### src/rtl/modulo_divisor_frequencia_prog_if.sv
// Control/status bundle of the programmable frequency divider.
// The master side drives enable and divisor requests; the slave side is the divider.
interface modulo_divisor_frequencia_prog_if #(
  parameter int WIDTH = 20
);
  logic             en;
  logic             load;
  logic [WIDTH-1:0] div_value;
  logic             mode_in;
  logic             clk_div;
  logic             tick;
  logic [WIDTH-1:0] count;
  logic             pending;
  logic             err;

  modport master (
    output en, load, div_value, mode_in,
    input  clk_div, tick, count, pending, err
  );

  modport slave (
    input  en, load, div_value, mode_in,
    output clk_div, tick, count, pending, err
  );
endinterface

### src/rtl/modulo_divisor_frequencia_prog.sv
// Programmable synchronous divider: one counter divides clk by N and produces a square
// wave or one-cycle pulse plus a period tick; N/mode changes only land at period boundaries.
module modulo_divisor_frequencia_prog #(
  parameter int WIDTH        = 20,
  parameter int DEFAULT_DIV  = 16384,
  parameter int DEFAULT_MODE = 0
) (
  input logic                            clk,
  input logic                            clr,
  modulo_divisor_frequencia_prog_if.slave bus
);

  localparam logic [WIDTH-1:0] DIV_RST  = WIDTH'(DEFAULT_DIV);
  localparam logic             MODE_RST = 1'(DEFAULT_MODE);

  logic [WIDTH-1:0] cnt_q, cnt_d;
  logic [WIDTH-1:0] div_q, div_d;
  logic [WIDTH-1:0] pend_div_q, pend_div_d;
  logic             mode_q, mode_d;
  logic             pend_mode_q, pend_mode_d;
  logic             pend_q, pend_d;
  logic             clk_div_q, clk_div_d;
  logic             tick_q, tick_d;
  logic             err_q, err_d;

  logic load_ok;
  logic wrap;
  logic boundary;
  logic changed;

  always_comb begin
    load_ok  = bus.load && (bus.div_value >= WIDTH'(2));
    wrap     = bus.en && (cnt_q == (div_q - WIDTH'(1)));
    // A stopped counter is as safe a place to switch N/mode as a wrap edge.
    boundary = wrap || !bus.en;
    changed  = boundary && (load_ok || pend_q);

    cnt_d       = cnt_q;
    div_d       = div_q;
    mode_d      = mode_q;
    pend_d      = pend_q;
    pend_div_d  = pend_div_q;
    pend_mode_d = pend_mode_q;
    tick_d      = wrap;
    err_d       = bus.load && !load_ok;

    if (boundary && load_ok) begin
      div_d  = bus.div_value;
      mode_d = bus.mode_in;
      pend_d = 1'b0;
    end else if (boundary && pend_q) begin
      div_d  = pend_div_q;
      mode_d = pend_mode_q;
      pend_d = 1'b0;
    end else if (load_ok) begin
      pend_div_d  = bus.div_value;
      pend_mode_d = bus.mode_in;
      pend_d      = 1'b1;
    end

    if (bus.en) begin
      cnt_d = wrap ? '0 : cnt_q + WIDTH'(1);
    end else if (changed) begin
      cnt_d = '0;
    end

    // Square output is derived from the post-edge count and divisor so that
    // clk_div == (count >= N/2) holds in every cycle, including right after a switch.
    if (bus.en) begin
      clk_div_d = mode_d ? tick_d : (cnt_d >= (div_d >> 1));
    end else if (changed) begin
      clk_div_d = 1'b0;
    end else begin
      clk_div_d = clk_div_q;
    end
  end

  always_ff @(posedge clk or negedge clr) begin
    if (!clr) begin
      cnt_q       <= '0;
      div_q       <= DIV_RST;
      mode_q      <= MODE_RST;
      pend_q      <= 1'b0;
      pend_div_q  <= DIV_RST;
      pend_mode_q <= MODE_RST;
      clk_div_q   <= 1'b0;
      tick_q      <= 1'b0;
      err_q       <= 1'b0;
    end else begin
      cnt_q       <= cnt_d;
      div_q       <= div_d;
      mode_q      <= mode_d;
      pend_q      <= pend_d;
      pend_div_q  <= pend_div_d;
      pend_mode_q <= pend_mode_d;
      clk_div_q   <= clk_div_d;
      tick_q      <= tick_d;
      err_q       <= err_d;
    end
  end

  assign bus.clk_div = clk_div_q;
  assign bus.tick    = tick_q;
  assign bus.count   = cnt_q;
  assign bus.pending = pend_q;
  assign bus.err     = err_q;

endmodule

### src/flat_wrapper.sv
// flat-port wrapper written by rule: the top's interface ports become plain ports
module modulo_divisor_frequencia_prog_flat 
#(
  parameter int WIDTH        = 20,
  parameter int DEFAULT_DIV  = 16384,
  parameter int DEFAULT_MODE = 0
)
  (clk, clr, bus_en, bus_load, bus_div_value, bus_mode_in, bus_clk_div, bus_tick, bus_count, bus_pending, bus_err);
  modulo_divisor_frequencia_prog_if #(.WIDTH(WIDTH)) bus_i ();
  input logic clk;
  input logic clr;
  input wire logic [$bits(bus_i.en)-1:0] bus_en;
  input wire logic [$bits(bus_i.load)-1:0] bus_load;
  input wire logic [$bits(bus_i.div_value)-1:0] bus_div_value;
  input wire logic [$bits(bus_i.mode_in)-1:0] bus_mode_in;
  output wire logic [$bits(bus_i.clk_div)-1:0] bus_clk_div;
  output wire logic [$bits(bus_i.tick)-1:0] bus_tick;
  output wire logic [$bits(bus_i.count)-1:0] bus_count;
  output wire logic [$bits(bus_i.pending)-1:0] bus_pending;
  output wire logic [$bits(bus_i.err)-1:0] bus_err;
  assign bus_i.en = bus_en;
  assign bus_i.load = bus_load;
  assign bus_i.div_value = bus_div_value;
  assign bus_i.mode_in = bus_mode_in;
  assign bus_clk_div = bus_i.clk_div;
  assign bus_tick = bus_i.tick;
  assign bus_count = bus_i.count;
  assign bus_pending = bus_i.pending;
  assign bus_err = bus_i.err;
  modulo_divisor_frequencia_prog #(.WIDTH(WIDTH), .DEFAULT_DIV(DEFAULT_DIV), .DEFAULT_MODE(DEFAULT_MODE)) u_core (.clk(clk), .clr(clr), .bus(bus_i));
endmodule
### config.mk
export PLATFORM = sky130hd
export DESIGN_NAME = modulo_divisor_frequencia_prog_flat
export DESIGN_NICKNAME = d
export VERILOG_FILES = /design/src/rtl/modulo_divisor_frequencia_prog_if.sv /design/src/rtl/modulo_divisor_frequencia_prog.sv /design/src/flat_wrapper.sv
export SDC_FILE = /design/constraint.sdc
export NUM_CORES = 1
export LEC_CHECK = 0
export ABC_AREA = 0
export ABC_CLOCK_PERIOD_IN_PS = 9700
export CAP_MARGIN = 20
export CORE_MARGIN = 8
export CORE_UTILIZATION = 55
export CTS_CLUSTER_DIAMETER = 80
export CTS_CLUSTER_SIZE = 8
export DETAILED_ROUTE_END_ITERATION = 16
export PLACE_DENSITY = 0.89
export SYNTH_ARGS = -nofsm -noshare
export SYNTH_HDL_FRONTEND = slang
export SYNTH_SLANG_ARGS = --single-unit
### constraint.sdc
create_clock -name clk -period 9.7 [get_ports clk]
set_input_delay 1.94 -clock clk [delete_from_list [all_inputs] [get_ports clk]]
set_output_delay 1.94 -clock clk [all_outputs]
set_load 0.02 [all_outputs]
==> run summary <==
Synth unique cells -> 60
Crit path from -> bus_div_value[4]
Starting Density -> 57.2%
Top FF cell, synth -> dfrtp_1
First-pass DRT Iterations -> 5
Net load switching power -> 254 uW
Largest area contributor in the netlist -> dfrtp_1
Synthesized cell area -> 4440 um^2
RSZ-0062 raised after global routing -> no
CTS tree -> yes
First-pass GRT wire length -> 19.7 mm
Max Clock Skew -> 0.00751 ns
Critical-path top delay cell -> o21ai_1
Area Growth Syn to Fin -> 16.6%
Routed WL per cell -> 19.8 um
Share of cells above drive strength 1 -> 14.9%
Internal -> 570 uW
Latest clock arrival within the worst-skew pair -> 0.36 ns
Crit end category -> register
Max Cap Viol -> 0
Hold slack -> 0.514 ns
Post-synthesis xor/xnor area fraction -> 5.52%
Final hold vios -> 0
Status -> finished, final reports clean
Largest family of logic cells by synthesized area -> compound AO/OA/AOI/OAI gates
Worst path cell trace -> clkdlybuf4s50_1, nor4_1, nand3_1, o21ai_1, nor2b_1, nor2_2, buf_4, o221a_2, ha_1, nand2b_1, a211oi_1, o21bai_1, a211o_1, a21o_1, a31oi_1, o21ai_0, o31a_1
Chip width -> 106 um
Hold Path Class -> reg2reg
Max-slew violation total from the final report -> 0
Flop-to-flop setup slack -> 3.85 ns
Ys async rst share -> 100%
Vias per cell -> 6.69
Routed wire length -> 11.8 mm
Crit Path Class -> in2reg
Initial antenna violation count -> 0
Startpoint Class -> primary input
Largest net degree at the start of global routing -> 67
Post-Synthesis Cells -> 455
Resized cells post-CTS -> 0
Yosys warns -> 0
1st-iter DRT viols -> 316
Cell Area, Placed -> 4920 um^2
Sequential area share after synthesis -> 37.2%
Number of flops mapped to enable cells by yosys -> 0
Vias -> 3968
Hold Path Depth -> 1
Register bit total from synthesis -> 66
Root buffer cell -> clkbuf_8
Antenna Cells -> 0
Core Area -> 7770 um^2
Reg2reg end -> u_core.bus.clk_div
Worst EP required -> 9.94 ns
CTS sink count -> 66
Total negative setup slack -> 0 ns
Share of the synthesized area in the top cell type -> 36.0%
Filler Cell Count -> 588
IO Port Bufs -> 48
Comb power frac -> 21.6%
Post-synthesis compound-gate area fraction -> 21.1%
Post-synthesis adder-cell area fraction -> 5.91%
Drc violations -> 0
Crit path arrival time -> 6.67 ns
Post-CTS Setup Bufs -> 0
Worst Tran Pin Value -> 0.841 ns
Multi-input gate area -> 2580 um^2
Clock tree buffer depth -> 2
Switching Share -> 30.9%
Leak -> 0.00208 uW
Clock slew at reported path FFs -> 0.08 ns
Most common cell after layout, fill and taps aside -> dfrtp_1
Syn Nets -> 501
Rows -> 32
Fin area -> 5180 um^2
Multiplexer share of the synthesized area -> 6.25%
GP Congestion -> 0.923
Commonest cells after routing, fill and taps aside -> dfrtp_1, clkdlybuf4s50_1, nand2_1
Chip Height -> 106 um
Pwr per Cell Area -> 159 nW/um^2
DP HPWL -> 8.60 mm
H-Tree Depth -> 3
CP peak stage delay -> 0.60 ns
Top post-synthesis cells by area -> dfrtp_1, ha_1, mux2_2, o221a_2, o221ai_1
Die area -> 11200 um^2
CP max FO -> 38
Sequential cell area -> 1650 um^2
Critical Path Sink -> u_core.bus.clk_div
Fmax -> 156 MHz
Hold Buf Count CTS -> 0
Clock share of power -> 34.8%
Nets@finish -> 532
Max IR drop VDD -> 0.104 mV
Sequential share of power -> 43.7%
Start of the worst register-to-register path -> u_core.div_q[0]
Ports -> 49
Post-Synth Simple-Gate Area -> 19.2%
WP buf/inv -> 2
Post-synthesis area per instance -> 9.77 um^2
Critical path depth -> 17
Crit path time final -> 6.43 ns
GRT Residual Overflow -> 0
Max-slew headroom -> 43.4%
GRT Resource Usage Total -> 21.6%
Family with the most delay on the worst path -> compound AO/OA/AOI/OAI gates
Period utilisation layout -> 66.3%
# setup viols final -> 0
Worst Reg2Reg Path Length in Cells -> 21
Antenna viol nets, final -> 0
Vias in the first global route -> 3869
CTS buffer count -> 9
## synth_stat cells (all sizes together), types with 8 or more instances
cell	number
nor2	23
nand2	25
nor4	11
xnor2	17
xor2	11
buf	20
nand3	21
nor3	11
inv	8
o221ai	18
ha	21
o21ai	15
dfrtp	64
a21oi	17
o221a	20
a31oi	14
mux2	22
or3	22
clkbuf	16
## sequential cells by signal (all words and copies together), names as in the netlist
register,flops
u_core.bus.clk_div,1
u_core.div_q,20
u_core.pend_mode_q,1
u_core.bus.count,20
u_core.bus.tick,1
u_core.bus.pending,1
u_core.mode_q,1
u_core.bus.err,1
u_core.pend_div_q,20
## metal layers
layer / global-route usage, % / share of wire (%) / up-vias
li1: - / - / 1815
met1: 27.6 / 42 / 1938
met2: 33.9 / 47 / 185
met3: 5.19 / 7.6 / 30
met4: 9.55 / 2.9 / 0
met5: 0 / 0 / -
## power by group through the flow
stage	logic [uW]	registers (uW)	clock network, uW
2_1_floorplan	134	341	0
6_report	178	360	286
3_3_place_gp	166	359	0
5_1_grt	194	364	301
4_1_cts	177	358	288
3_5_place_dp	175	363	0
## kinds of logic after synthesis
family / after synthesis
multiplexers: 25
adder cells (fa/ha/maj): 21
buffers and inverters: 44
AO/OA/AOI/OAI: 120
flip-flops: 66
AND/OR/NAND/NOR: 151
XOR/XNOR: 28
## worst register-to-register path, cell delays in order (launching register included)
cell and delay [ns]:
dfrtp_1 0.57, inv_1 0.08, ha_1 0.32, o21bai_1 0.19
a2111oi_0 0.47, a211oi_1 0.16, a221o_1 0.38, nor4_4 0.40
a21oi_4 0.10, buf_4 0.32, nand3b_1 0.23, buf_4 0.28
o221a_2 0.31, ha_1 0.28, nand2b_1 0.15, a211oi_1 0.31
o21bai_1 0.12, a211o_1 0.30, a21o_1 0.18, a31oi_1 0.24
o21ai_0 0.11, o31a_1 0.25
## how the worst min path moves through the flow
stage	to	startpoint
6_report	u_core.pend_mode_q	u_core.pend_mode_q
5_1_grt	u_core.pend_mode_q	u_core.pend_mode_q
4_1_cts	u_core.pend_mode_q	u_core.pend_mode_q
3_5_place_dp	u_core.pend_mode_q	u_core.pend_mode_q
3_3_place_gp	u_core.pend_div_q[0]	u_core.pend_div_q[0]
2_1_floorplan	u_core.pend_mode_q	u_core.pend_mode_q
## area by class of cell
cell class | count | area share, %
inverters | 8 | 0.580
flip-flops and latches | 66 | 31.9
clock inverters | 6 | 2.22
clock buffers | 10 | 2.46
well taps | 102 | 2.46
repair buffers | 56 | 10.5
multi-input cells | 345 | 49.9
## through the flow
stage	total power [uW]	std cells	utilization (%)	setup slack [ns]
detailed placement	538	576	63.4	3.07
floorplan	474	455	-	4.40
global route	859	593	66.7	3.02
CTS	823	592	66.5	3.33
global placement	525	576	63.4	3.17
finish	824	593	66.7	3.27
(Power assumes the default switching activity.)
